$ cat src/rtl/regfile_mp.sv
`timescale 1ns / 1ps
// -----------------------------------------------------------------------------
// regfile_mp
// Multi-port register file for the pipelined processor. It replaces the old
// single-write / two-read register file.
//
//   * W0 : main-pipeline writeback.
//   * W1 : long-latency (mult/div) writeback. A W1 write also clears the busy
//          bit of its destination register.
//   * NR combinational read ports. When BYPASS = 1, a read returns the data
//     being written in the same cycle.
//   * Busy scoreboard, one bit per register. ctrl_setBusy sets the bit when a
//     mult/div operation issues. A W1 writeback clears it.
//   * err_waw is a sticky flag. It is set when W0 and W1 write the same live
//     register in the same cycle.
//
// Ports
//   clock          posedge clock for all state
//   ctrl_reset     asynchronous, active-high; clears registers, busy, err_waw
//   ctrl_we0/ctrl_wreg0/data_w0   W0 enable, destination, data
//   ctrl_we1/ctrl_wreg1/data_w1   W1 enable, destination, data
//   ctrl_setBusy/ctrl_busyReg     mark a register as pending
//   ctrl_readReg   NR packed read addresses; port k is at [k*AW +: AW]
//   data_readReg   NR packed read data; port k is at [k*W +: W]
//   busy_readReg   busy flag of each read address
//   data_rstatus   contents of STATUS_REG, using the same rules as a read port
//   err_waw        sticky same-cycle write-after-write collision flag
// -----------------------------------------------------------------------------
module regfile_mp #(
    parameter int W          = 32,
    parameter int DEPTH      = 32,
    parameter int NR         = 2,
    parameter int ZERO_REG   = 1,
    parameter int BYPASS     = 1,
    parameter int STATUS_REG = 30,
    localparam int AW        = $clog2(DEPTH)
) (
    input  logic             clock,
    input  logic             ctrl_reset,
    input  logic             ctrl_we0,
    input  logic [AW-1:0]    ctrl_wreg0,
    input  logic [W-1:0]     data_w0,
    input  logic             ctrl_we1,
    input  logic [AW-1:0]    ctrl_wreg1,
    input  logic [W-1:0]     data_w1,
    input  logic             ctrl_setBusy,
    input  logic [AW-1:0]    ctrl_busyReg,
    input  logic [NR*AW-1:0] ctrl_readReg,
    output logic [NR*W-1:0]  data_readReg,
    output logic [NR-1:0]    busy_readReg,
    output logic [W-1:0]     data_rstatus,
    output logic             err_waw
);

    // The status tap only exists if STATUS_REG lies inside the file.
    localparam bit STATUS_VALID = (STATUS_REG >= 0) && (STATUS_REG < DEPTH);

    // An address is dropped if it is the hard-wired zero register or if it is
    // past the end of a file whose depth is not a power of two.
    function automatic logic is_dropped(input logic [AW-1:0] a);
        return ((ZERO_REG != 0) && (a == '0)) || (int'({1'b0, a}) >= DEPTH);
    endfunction

    // -------------------------------------------------------------------------
    // Storage
    // -------------------------------------------------------------------------
    logic [W-1:0]     store_reg [DEPTH];
    logic [DEPTH-1:0] busy_reg;
    logic             err_waw_reg;

    // Qualified write/set strobes. A strobe is not qualified if its target is dropped.
    logic w0_ok;
    logic w1_ok;
    logic set_ok;

    assign w0_ok  = ctrl_we0     && !is_dropped(ctrl_wreg0);
    assign w1_ok  = ctrl_we1     && !is_dropped(ctrl_wreg1);
    assign set_ok = ctrl_setBusy && !is_dropped(ctrl_busyReg);

    // Bypass sources are masked while reset is held. The write cannot land,
    // so the read ports must show the cleared file rather than in-flight data.
    logic w0_byp;
    logic w1_byp;

    assign w0_byp = w0_ok && !ctrl_reset;
    assign w1_byp = w1_ok && !ctrl_reset;

    // One-hot decode of each strobe. Every register then updates from its own hit bits.
    logic [DEPTH-1:0] w0_hit;
    logic [DEPTH-1:0] w1_hit;
    logic [DEPTH-1:0] set_hit;

    generate
        for (genvar gi = 0; gi < DEPTH; gi++) begin : g_decode
            assign w0_hit[gi]  = w0_ok  && (ctrl_wreg0   == AW'(gi));
            assign w1_hit[gi]  = w1_ok  && (ctrl_wreg1   == AW'(gi));
            assign set_hit[gi] = set_ok && (ctrl_busyReg == AW'(gi));
        end
    endgenerate

    always_ff @(posedge clock or posedge ctrl_reset) begin
        if (ctrl_reset) begin
            for (int i = 0; i < DEPTH; i++) begin
                store_reg[i] <= '0;
            end
            busy_reg    <= '0;
            err_waw_reg <= 1'b0;
        end else begin
            // W0 has priority over W1 when both target the same register.
            for (int i = 0; i < DEPTH; i++) begin
                if (w0_hit[i]) begin
                    store_reg[i] <= data_w0;
                end else if (w1_hit[i]) begin
                    store_reg[i] <= data_w1;
                end
            end
            // A same-edge set and clear is treated as a new issue, so the set wins.
            // W0 writes leave busy untouched.
            busy_reg <= set_hit | (busy_reg & ~w1_hit);
            if (w0_ok && w1_ok && (ctrl_wreg0 == ctrl_wreg1)) begin
                err_waw_reg <= 1'b1;
            end
        end
    end

    assign err_waw = err_waw_reg;

    // -------------------------------------------------------------------------
    // Read ports. Index NR is the status tap: it has the same data path as a
    // read port, but no busy output.
    // -------------------------------------------------------------------------
    generate
        for (genvar gi = 0; gi <= NR; gi++) begin : g_read
            logic [AW-1:0] addr;
            logic          addr_valid;
            logic [W-1:0]  rdata;

            if (gi < NR) begin : g_port_addr
                assign addr       = ctrl_readReg[gi*AW +: AW];
                assign addr_valid = !is_dropped(addr);
            end else begin : g_status_addr
                assign addr       = AW'(STATUS_REG);
                assign addr_valid = STATUS_VALID && !is_dropped(addr);
            end

            always_comb begin
                rdata = '0;
                if (addr_valid) begin
                    if ((BYPASS != 0) && w0_byp && (ctrl_wreg0 == addr)) begin
                        rdata = data_w0;
                    end else if ((BYPASS != 0) && w1_byp && (ctrl_wreg1 == addr)) begin
                        rdata = data_w1;
                    end else begin
                        rdata = store_reg[addr];
                    end
                end
            end

            if (gi < NR) begin : g_port_out
                logic clr_pending;
                logic set_pending;
                logic busy;

                // A W1 writeback in this cycle releases the register early.
                // The exception is a fresh issue to the same register.
                // A set in the same cycle is not itself visible to the read port.
                assign clr_pending = (BYPASS != 0) && w1_byp && (ctrl_wreg1 == addr);
                assign set_pending = set_ok && (ctrl_busyReg == addr);

                always_comb begin
                    busy = 1'b0;
                    if (addr_valid) begin
                        busy = busy_reg[addr] && !(clr_pending && !set_pending);
                    end
                end

                assign data_readReg[gi*W +: W] = rdata;
                assign busy_readReg[gi]        = busy;
            end else begin : g_status_out
                assign data_rstatus = rdata;
            end
        end
    endgenerate

endmodule

$ cat config.mk
export PLATFORM = sky130hd
export DESIGN_NAME = regfile_mp
export DESIGN_NICKNAME = d
export VERILOG_FILES = /design/src/rtl/regfile_mp.sv
export SDC_FILE = /design/constraint.sdc
export NUM_CORES = 2
export LEC_CHECK = 0
export CELL_PAD_IN_SITES_DETAIL_PLACEMENT = 2
export CELL_PAD_IN_SITES_GLOBAL_PLACEMENT = 2
export CORE_AREA = 4 4 394 396
export CTS_BUF_LIST = sky130_fd_sc_hd__clkbuf_8 sky130_fd_sc_hd__clkbuf_16
export CTS_CLUSTER_DIAMETER = 30
export DETAILED_ROUTE_END_ITERATION = 16
export DIE_AREA = 0 0 398 400
export PLACE_DENSITY_LB_ADDON = 0.15
export SLEW_MARGIN = 20
export SYNTH_ARGS = -nofsm -noshare
export SYNTH_HDL_FRONTEND = slang
export SYNTH_SLANG_ARGS = --single-unit
$ cat constraint.sdc
create_clock -name clock -period 94.9 [get_ports clock]
set_clock_uncertainty 0.05 [all_clocks]
set_input_delay 9.49 -clock clock [delete_from_list [all_inputs] [get_ports clock]]
set_output_delay 9.49 -clock clock [all_outputs]
set_load 0.03 [all_outputs]
==> results_dict.tcl <==
set metrics [dict create \
    status "complete, no violations" \
    met3_usage_pct 10.5 \
    worst_pin_slew_ns 1.45 \
    grt_use_met2_pct 67.8 \
    met1_usage_pct 51.6 \
    detail-route-antenna-nets 0 \
    grt_pass1_wl_um 501000 \
    drv_cap 0 \
    coreArea_um2 152000 \
    rsz0062_at_grt "false" \
    worstSetupPathType "input port to output port" \
    cts_tree "built" \
    syn-cell-area_um2 68000 \
    min_to "store_reg[998]" \
    grt_max_degree 156 \
    area_delta_synth_final_pct 20.4 \
    vdd_ir_drop_max_mv 0.0180 \
    slew_viol_final 0 \
    fin_tns_setup_ns 0 \
    whs_ns 0.345 \
    yosysSeqAreaShare_pct 38.9 \
    fin_crit_ns 24.48 \
    netlist_instances 6329 \
    r2r_setup_slack_ns 93.68 \
    overflow 0 \
    cts_hold_buf 0 \
    drtIter0Drc 7031 \
    largest_register_ffs 1024 \
    gp_congestion 0.796 \
    cp_max_fo 86 \
    postCtsResizedCells 0 \
    cp.arrival_ns 14.94 \
    power.leakage_nw 35.0 \
    hp-class "register to register" \
    rows 143 \
    fin_crit_sh_pct 25.8 \
    worstSetupStartpointType "input port" \
    synth_area_leaders "dfrtp_1 39%, mux4_2 20%, mux2i_1 17%" \
    drt-total-wl_um 349000 \
    worstPathCellList "buf_8 > buf_12 > buf_4 > buf_4 > mux4_2 > mux2i_1 > a22oi_1 > nand2_1 > a311oi_1 > clkdlybuf4s50_1" \
    drcViolationCount 0 \
    synth-edff-count 0 \
    wl_per_cell_um 41.3 \
    post-cts-setup-buffer-count 0 \
    yosys.area.top_type "dfrtp_1" \
    hp-start "store_reg[998]" \
    reg2reg_depth 2 \
    nFillCells 14200 \
    post-synth-top-count-cell "mux2i_1" \
    grt_pass1_vias 69400 \
    finalHoldViolCount 0 \
    reg2reg_from "store_reg[451]" \
    hold_depth 0 \
    yosys_most_used_dff "dfrtp_1" \
    track_usage_pct 42.8 \
    final_nets 6289 \
    slew_headroom_pct 3.15 \
    yosys_warnings 0 \
    fmax_ghz 0.0408 \
    die_area_um2 159000 \
    synth_fp_nets 6423 \
    ys_seq_elements 1057 \
    port_buffers 192 \
    setup_viol 0 \
    drive_gt1_share_pct 21.4 \
    synth_common_cells "1158 x mux2i_1, 1057 x dfrtp_1, 798 x nor2_1" \
    ctsRootBufferMaster "clkbuf_16" \
    initial_core_util_pct 44.9 \
    dr.pass1.iters 6 \
    design.portCount 193 \
    slowest_stage "buf_4" \
    max_stage_delay_ns 0.85 \
    drt-vias-per-instance 7.29 \
    crit_start "ctrl_readReg[1]" \
    p_per_area_nw_per_um2 28.4 \
    die_x_um 398 \
    clk_latency_ns 0.95 \
    clkTransAtPathRegs_ns 0.04 \
    cts.sinks 1057 \
    yosysUniqueCellTypes 51 \
    clockBufferDepth 4 \
    hpwl_um 163000 \
    htreeDepth 5 \
    r2r-end "store_reg[451]" \
    area.sequential_um2 26500 \
    die_h_um 400 \
    async_flop_share_pct 100 \
    yosysTopAreaCellShare_pct 38.9 \
    multi_input_area_um2 38400 \
    antenna_found_initial 9 \
    grt-busiest-layer "met2" \
    cts_buffers 322 \
    vias 61600 \
    end_kind "output port" \
    avgSynthCellArea_um2 10.7 \
    cp_common_cell "buf_4" \
    worstPathRequired_ns 85.36 \
]
[cell type report]
type	count	share of cell area, %
clock buffers	378	10.8
clock inverters	173	2.64
repair buffers	367	4.25
inverters	3	0.0229
diodes	5	0.0153
multi-input cells	4444	46.9
flip-flops and latches	1057	32.3
well taps	2030	3.10
[placed cells by master (no fill, tap or decap), types with 20 or more instances in the layout]
cell / n
buf_4: 157
a22oi_1: 62
xor2_1: 20
clkbuf_16: 326
mux2i_1: 1158
clkinv_2: 52
inv_1: 44
bufinv_16: 50
nor2_1: 779
a21oi_1: 776
dfrtp_1: 1057
o21ai_0: 346
clkdlybuf4s50_1: 184
nor3b_1: 60
nand2_4: 25
nand2_1: 394
a311oi_1: 60
clkbuf_8: 52
mux4_2: 590
[where the power goes]
part           switching [mW]  internal, mW  total, mW  leakage, nW
sequential              0.127         0.571      0.699         12.7
clock                   0.340         0.790       1.13         5.58
combinational           0.258         0.239      0.497         16.6
[worst max-delay path, delay by kind of cell]
family / cells / cell delay (ns)
muxes: 2 / 0.45
and+or+nand+nor: 1 / 0.11
AOI/OAI and AO/OA: 2 / 0.87
buffers and inverters: 5 / 3.68
[metal layers]
layer / vias to the layer above / wire (um) / share of wire [%]
met1: 32700 / 125000 / 36
met3: 1609 / 34600 / 9.9
met5: - / 14 / 0.0040
met4: 4 / 26800 / 7.7
li1: 22900 / - / -
met2: 4395 / 163000 / 47
[cell families after synthesis]
group,share of synthesized area (%)
xor+xnor,0.451
mux,36.6
flops,38.9
simple gates,8.36
buf+inv,5.60
compound gates,10.1
[per-stage QoR]
stage	util (%)	power [mW]	setup WS (ns)	instance area [um^2]	instances
after floorplan	-	0.978	48.70	68000	6329
after global placement	46.6	1.09	70.50	70600	7890
after detailed placement	46.6	1.13	70.46	70600	7893
after CTS	53.9	2.30	70.30	81700	8444
after global routing	54.0	2.39	70.10	81900	8454
final	54.1	2.33	70.42	81900	8457
[worst max path at each step]
stage / to / slack [ns] / cells after the start
2_1_floorplan: data_readReg[10] / 48.70 / 7
3_3_place_gp: data_readReg[13] / 70.50 / 10
3_5_place_dp: data_readReg[14] / 70.46 / 10
4_1_cts: data_readReg[14] / 70.30 / 10
5_1_grt: data_readReg[14] / 70.10 / 10
6_report: data_readReg[14] / 70.42 / 10
No activity file was read; power rests on OpenSTA's default activity.
